--- src/rtl/cordic_rr_scheduler.sv ---
// cordic_rr_scheduler: round-robin sharing of one pipelined CORDIC sin/cos
// datapath among NUM_REQ requesters. Each requester may have one operation
// in flight; a tag pipeline matched to the CORDIC latency routes each result
// back to its owner's result register.
// Optional build macro QUADRANT_FOLD_EN: folds 90..270 degree angles into the
// +/-90 degree CORDIC range and negates the results on capture.
module cordic_rr_scheduler #(
   parameter int NUM_REQ    = 4,
   parameter int WIDTH      = 16,
   parameter int ANGLE_W    = 32,
   parameter int CORDIC_LAT = 16,
   parameter int GAIN       = 19429
) (
   input  logic                       clk,
   input  logic                       rst,
   input  logic [NUM_REQ-1:0]         req_valid,
   output logic [NUM_REQ-1:0]         req_ready,
   input  logic [NUM_REQ*ANGLE_W-1:0] req_angle,
   output logic [NUM_REQ-1:0]         rsp_valid,
   input  logic [NUM_REQ-1:0]         rsp_ready,
   output logic [NUM_REQ*WIDTH-1:0]   rsp_cos,
   output logic [NUM_REQ*WIDTH-1:0]   rsp_sin,
   output logic [WIDTH-1:0]           cordic_x,
   output logic [WIDTH-1:0]           cordic_y,
   output logic [ANGLE_W-1:0]         cordic_angle,
   input  logic [WIDTH-1:0]           cordic_cos,
   input  logic [WIDTH-1:0]           cordic_sin
);

   localparam int          TAG_W = (NUM_REQ > 1) ? $clog2(NUM_REQ) : 1;
   localparam int unsigned NR    = NUM_REQ;

   logic [NUM_REQ-1:0] outstanding;
   logic [NUM_REQ-1:0] rsp_hs;
   logic [NUM_REQ-1:0] grant;
   logic [TAG_W-1:0]   ptr;
   logic [TAG_W-1:0]   grant_idx;
   logic               grant_any;
   logic [ANGLE_W-1:0] sel_angle;
   logic [ANGLE_W-1:0] issue_angle;
   logic [WIDTH-1:0]   cap_cos;
   logic [WIDTH-1:0]   cap_sin;

   logic               pipe_v   [CORDIC_LAT+1];
   logic [TAG_W-1:0]   pipe_tag [CORDIC_LAT+1];
   logic [WIDTH-1:0]   res_cos  [NUM_REQ];
   logic [WIDTH-1:0]   res_sin  [NUM_REQ];

   assign cordic_x  = WIDTH'(GAIN);
   assign cordic_y  = '0;
   assign rsp_hs    = rsp_valid & rsp_ready;
   assign req_ready = grant;
   assign sel_angle = req_angle[grant_idx*ANGLE_W +: ANGLE_W];

   // Round-robin search from ptr over requesters that are valid and idle
   always_comb begin
      int unsigned idx;
      idx       = 0;
      grant     = '0;
      grant_idx = '0;
      grant_any = 1'b0;
      for (int unsigned k = 0; k < NR; k++) begin
         idx = (32'(ptr) + k) % NR;
         if (!grant_any && !rst && req_valid[idx] && !outstanding[idx]) begin
            grant_any = 1'b1;
            grant_idx = TAG_W'(idx);
         end
      end
      if (grant_any) grant[grant_idx] = 1'b1;
   end

`ifdef QUADRANT_FOLD_EN
   logic issue_neg;
   logic pipe_neg [CORDIC_LAT+1];

   function automatic logic [WIDTH-1:0] neg_sat(input logic [WIDTH-1:0] v);
      if (v == {1'b1, {(WIDTH-1){1'b0}}}) return {1'b0, {(WIDTH-1){1'b1}}};
      return -v;
   endfunction

   // Top two angle bits differing means 90..270 degrees: rotate by 180 degrees
   always_comb begin
      issue_neg   = sel_angle[ANGLE_W-1] ^ sel_angle[ANGLE_W-2];
      issue_angle = sel_angle ^ {issue_neg, {(ANGLE_W-1){1'b0}}};
      cap_cos     = pipe_neg[CORDIC_LAT] ? neg_sat(cordic_cos) : cordic_cos;
      cap_sin     = pipe_neg[CORDIC_LAT] ? neg_sat(cordic_sin) : cordic_sin;
   end

   // Negate flag travels alongside the tag; qualified by pipe_v on use
   always_ff @(posedge clk) begin
      pipe_neg[0] <= issue_neg;
      for (int unsigned k = 1; k <= CORDIC_LAT; k++) pipe_neg[k] <= pipe_neg[k-1];
   end
`else
   // Angle passes straight through; no result correction
   always_comb begin
      issue_angle = sel_angle;
      cap_cos     = cordic_cos;
      cap_sin     = cordic_sin;
   end
`endif

   // Issue, outstanding tracking, tag pipeline and result capture
   always_ff @(posedge clk) begin
      if (rst) begin
         ptr          <= '0;
         outstanding  <= '0;
         cordic_angle <= '0;
         rsp_valid    <= '0;
         for (int unsigned k = 0; k <= CORDIC_LAT; k++) begin
            pipe_v[k]   <= 1'b0;
            pipe_tag[k] <= '0;
         end
         for (int unsigned i = 0; i < NR; i++) begin
            res_cos[i] <= '0;
            res_sin[i] <= '0;
         end
      end else begin
         if (grant_any) begin
            ptr          <= (grant_idx == TAG_W'(NUM_REQ-1)) ? '0 : grant_idx + TAG_W'(1);
            cordic_angle <= issue_angle;
         end
         // grant and handshake never hit the same bit: grant needs outstanding low
         outstanding <= (outstanding | grant) & ~rsp_hs;
         pipe_v[0]   <= grant_any;
         pipe_tag[0] <= grant_idx;
         for (int unsigned k = 1; k <= CORDIC_LAT; k++) begin
            pipe_v[k]   <= pipe_v[k-1];
            pipe_tag[k] <= pipe_tag[k-1];
         end
         for (int unsigned i = 0; i < NR; i++) begin
            if (pipe_v[CORDIC_LAT] && pipe_tag[CORDIC_LAT] == TAG_W'(i)) begin
               rsp_valid[i] <= 1'b1;
               res_cos[i]   <= cap_cos;
               res_sin[i]   <= cap_sin;
            end else if (rsp_hs[i]) begin
               rsp_valid[i] <= 1'b0;
            end
         end
      end
   end

   for (genvar g = 0; g < NUM_REQ; g++) begin : g_pack
      assign rsp_cos[g*WIDTH +: WIDTH] = res_cos[g];
      assign rsp_sin[g*WIDTH +: WIDTH] = res_sin[g];
   end

endmodule

--- config.mk ---
export PLATFORM = sky130hd
export DESIGN_NAME = cordic_rr_scheduler
export DESIGN_NICKNAME = d
export VERILOG_FILES = /design/src/rtl/cordic_rr_scheduler.sv
export SDC_FILE = /design/constraint.sdc
export NUM_CORES = 1
export LEC_CHECK = 0
export CORE_ASPECT_RATIO = 0.6
export CORE_UTILIZATION = 35
export CTS_CLUSTER_DIAMETER = 80
export DETAILED_ROUTE_END_ITERATION = 10
export PLACE_DENSITY = 0.67
export SETUP_SLACK_MARGIN = 0.02
export SLEW_MARGIN = 30
export SYNTH_ARGS = -nofsm -noshare
export SYNTH_HDL_FRONTEND = slang
export SYNTH_SLANG_ARGS = --single-unit
--- constraint.sdc ---
create_clock -name clk -period 7.3 [get_ports clk]
set_input_delay 1.095 -clock clk [delete_from_list [all_inputs] [get_ports clk]]
set_output_delay 1.095 -clock clk [all_outputs]
set_load 0.05 [all_outputs]
; Yosys cells after proc, flatten, opt, wreduce, memory -nomap -nowiden
; Memory sizes are Yosys's and may differ from the RTL's.
; Cells that the tools add are included.
[word_totals]
register_bits = 42
latchBits = 0
ramBits = 179
rom_bits = 0
inputBits = 170
word_cells = 194
mem_count = 4
[memory_table]
columns = memory, words, width, read_ports, rd_clocked_by_memory_dff, wr, line
row1 = res_cos, 4, 16, 4, 0, 4, 46  ; logic [WIDTH-1:0] res_cos [NUM_REQ];
row2 = res_sin, 4, 16, 4, 0, 4, 47  ; logic [WIDTH-1:0] res_sin [NUM_REQ];
row3 = pipe_tag, 17, 2, 17, 0, 17, 45  ; logic [TAG_W-1:0] pipe_tag [CORDIC_LAT+1];
row4 = pipe_v, 17, 1, 17, 0, 17, 44  ; logic pipe_v [CORDIC_LAT+1];
[op_classes]
add_sub_neg = 4
mul = 0
n_div = 0
magnitude_cmp = 6
eq_ne = 4
shift = 1
muxes = 93
bitwise_logic = 46
reduce_logical = 29
[op_table]
columns = op, count
row1 = 16-bit two-way mux, 8
row2 = 128-bit by 8-bit variable part select with 32-bit output, 1
row3 = 1-bit two-way mux, 53
row4 = 2-bit two-way mux, 22
row5 = 1-bit OR, 42
row6 = 1-bit binary-select mux with 2-bit select, 8
row7 = 1-bit logical AND, 16
row8 = "2-bit by 3-bit < comparator with 1-bit output, second input constant", 5
row9 = 4-bit bitwise AND, 2
row10 = 1-bit zero test, 8
row11 = 2-bit nonzero test, 4
row12 = "2-bit equality test, second input constant", 3
row13 = "2-bit by 1-bit adder with 2-bit output, second input constant", 2
row14 = "2-bit adder, second input constant", 2
row15 = 4-bit two-way mux, 1
row16 = 4-bit NOT, 1
row17 = 4-bit OR, 1
row18 = 1-bit demux with 2-bit select, 1
row19 = "2-bit by 1-bit equality test with 1-bit output, second input constant", 1
row20 = "2-bit by 1-bit greater-or-equal comparator with 1-bit output, second input constant", 1
row21 = 2-bit zero test, 1

; Logic depth before layout (Yosys ltp)
[logic_depth]
depth_word = 27
depth_mapped = 11

; Worst setup path before layout
; No wires, ideal clock.
[synth_path]
kind = input port to output port
start = input req_valid[0]
end = output req_ready[0]
t_arrival_ns = 3.027
slack_ns = 3.178
path_stages = 7
path_buffers = 2
cell_sequence = and2b_1 a21oi_1 o21ai_2 nor2_4 buf_6 buf_8 nor3_1
[synth_via]
elab_chain_len = 25
elab_cells_between_ends = 36
[synth_rtl]
columns = element, line
row1 = from (decl), 16  ; input logic [NUM_REQ-1:0] req_valid,
row2 = 1-bit binary-select mux with 2-bit select, 64  ; if (!grant_any && !rst && req_valid[idx] && !outstanding[idx]) begin
row3 = 1-bit two-way mux (implied by the code), 64
row4 = 1-bit logical AND (2 in series), 64
row5 = 1-bit two-way mux, 64
row6 = 1-bit zero test, 64
row7 = 1-bit logical AND (3 in series), 64
row8 = 1-bit two-way mux, 64
row9 = 1-bit zero test, 64
row10 = (+4 left out), -
row11 = 1-bit zero test, 64
row12 = 1-bit logical AND (3 in series), 64
row13 = 2-bit two-way mux, 64
row14 = 2-bit by 3-bit < comparator with 1-bit output (implied by the code) / 2-bit by 1-bit greater-or-equal comparator with 1-bit output (equally long branches), 69  ; if (grant_any) grant[grant_idx] = 1'b1;
row15 = 1-bit logical AND (implied by the code), 69
row16 = 1-bit two-way mux (implied by the code), 69
row17 = 1-bit demux with 2-bit select, 69
row18 = 4-bit two-way mux (*), 69
row19 = to (decl), 17  ; output logic [NUM_REQ-1:0] req_ready,
; Mark *: on every way between the ends. The rest lies on a longest branch, timed or not. The select of a mux whose other input is x is not followed.

; Final worst setup path
[layout_path]
start = input req_valid[3]
end = output req_ready[1]
; Same word-level chain as after synthesis.

==> impl_metrics.toml <==
[yosys]
synth-edff-count = 128
yosysWarningCount = 0
netlist-cell-type-count = 47
netlist_instances = 731
ys_seq_area_share_pct = 62.3
synth_seq_cells = 221
async_flop_share_pct = 0
synth_ff_type = "edfxtp_1"
netlist_area_mm2 = 0.00917
synth.avg_cell_area_um2 = 12.5

[floorplanning]
io-pin-count = 370
die-height_um = 127
row_count = 45
start_util_pct = 35.9
die_x_um = 211
core_mm2 = 0.0255
die_area_mm2 = 0.0269

[pwr]
vdd_drop_max_v = 0.000139
power_density_mw_per_mm2 = 254
total_leakage_power_uw = 0.00507

[sta]
tns_ns = 0
setup_viol_count_final = 0
max_freq_ghz = 0.192
worst_pin_slew_ns = 0.890
fin_skew_ns = 0.0189
post-route-min-period_ns = 5.21
timing.final.crit_share_pct = 71.4
finalHoldViolCount = 0
rsz0062_at_grt = "false"
holdWs_ns = 0.434
maxSlewViolCount = 0
slew_headroom_pct = 40.7

[critical_path]
worstPathRequired_ns = 6.20
cp.arrival_ns = 4.12
cp-start-kind = "input port"
end_kind = "primary output"
critical_path.max_fanout = 36
critPathKind = "in2out"

[cts]
htree_levels = 1
clkTransAtPathRegs_ns = 0.06
clk_latency_ns = 0.51
ctsResizeCount = 0
cts.sinks = 221
cts_root_buffer = "clkbuf_16"
postCtsHoldBufs = 0
cts_tree = "built"
cts_setup_buffers = 0
cts_buffers = 22
clk_path_buf_depth = 3

[routing]
via_count = 6711
wl_per_cell_um = 18.5
drc = 0
drt_iter0_markers = 477
drtPass1Iterations = 5
wl_um = 26300
viasPerCell = 4.73
ant_nets = 0

[global_routing]
overflow = 0
grt_start_max_net_pins = 68
antenna_found_initial = 1
grt_pass1_wl_um = 39600
grt_pass1_vias = 6654
grt_usage_pct = 19.4

[hold_path]
min_path_type = "reg2reg"

[placement]
io_buffers = 337
place_hpwl_um = 17900
place_area_mm2 = 0.0127
gp_routability_congestion = 0.902

[layout]
area.growth.synth_to_final_pct = 47.3
nets = 1221
drive_gt1_share_pct = 8.91
fin_area_mm2 = 0.0135
n_fill_cell = 2230

[run_status]
status = "finished clean"

[job]
drv_cap = 0
[where the power goes]
part	switching, uW	internal, uW	total (uW)	leakage [uW]
logic	505	269	773	0.00258
registers	39.7	1390	1430	0.00208
clock network	475	760	1240	0.000398
[Yosys cell counts, types with 3 or more instances]
master	number	area, um^2
buf_6	6	67.6
nor2_1	15	56.3
dfxtp_1	93	1860
o31ai_1	31	233
o221ai_2	28	420
nor2b_1	49	307
clkbuf_1	29	109
inv_1	5	18.8
edfxtp_1	128	3840
a21oi_1	40	200
nand2b_1	5	31.3
buf_4	41	308
buf_2	6	30.0
nand3_1	3	15.0
buf_8	3	45.0
o221ai_1	4	35.0
and2_1	128	801
a21o_1	35	263
nand2_1	6	22.5
nor3_1	5	25.0
o21ai_0	35	175
[placed cells by master (no fill, tap or decap), types with 6 or more instances in the layout]
cell type,n
dfxtp_1,93
o21ai_0,31
a21oi_1,40
conb_1,32
inv_1,7
nand2_1,6
o31ai_1,31
and2_1,128
clkdlybuf4s50_1,336
edfxtp_1,128
o221ai_2,28
a21o_1,35
nor2b_1,49
nor2_1,13
clkbuf_16,24
buf_4,14
[final timing paths]
| path | slack, ns | to | from | cells after the start |
|---|---|---|---|---|
| max | 2.09 | req_ready[1] | req_valid[3] | 8 |
| min | 0.43 | pipe_tag[3][7] | pipe_tag[3][5] | 1 |
| max reg2reg | 4.54 | cordic_angle[2] | outstanding[1] | 8 |
| min reg2reg | 0.43 | pipe_tag[3][7] | pipe_tag[3][5] | 1 |
[per-stage QoR]
step / utilization, % / setup slack (ns) / power, uW / std cells
floorplan: - / 3.18 / 1960 / 761
global placement: 49.8 / 2.18 / 2220 / 1378
detailed placement: 49.8 / 2.12 / 2230 / 1378
CTS: 52.9 / 2.10 / 3480 / 1418
global route: 52.9 / 1.83 / 3570 / 1419
finish: 52.9 / 2.09 / 3440 / 1419
[routing by layer]
layer  global-route usage [%]  wire length [um]
met2                     29.4             11700
met1                     26.9             12100
met5                        0                 0
met3                     5.53              1730
met4                     5.58               697
[worst max-delay path, cell delays in order]
cell and delay [ns]:
clkdlybuf4s50_1 0.40, nand2b_1 0.35, nand4_4 0.54, nand2_2 0.29
nor2_4 0.06, buf_4 0.28, nor2_1 0.21, clkdlybuf4s50_1 0.86
[logic make-up (layout without fill, tap and decap cells)]
group,count (synthesis),after routing,share of synthesized area [%]
adders and majority gates,1,1,0.136
AOI/OAI and AO/OA,193,193,16.3
other,2,33,0.0819
and+or+nand+nor,219,219,14.6
muxes,1,1,0.109
DFF,221,221,62.3
buffers and inverters,94,399,6.50
[final cells by class]
type                            count  area (um^2)  area share (%)
Clock inverter                     10          151            1.12
Sequential cell                   221         5710            42.3
Tap cell                          352          440            3.26
Multi-Input combinational cell    446         3050            22.6
Timing Repair Buffer              351         3470            25.7
Clock buffer                       30          643            4.76
Inverter                            8         32.5           0.241
Antenna cell                        1         2.50          0.0185
[registers in the layout, summed over array words and instances (netlist names)]
register / count
outstanding: 4
rsp_valid: 4
cordic_angle: 32
pipe_v: 17
ptr: 2
pipe_tag: 34
res_cos: 64
res_sin: 64
Note: power is estimated with default switching activity, not from simulation.
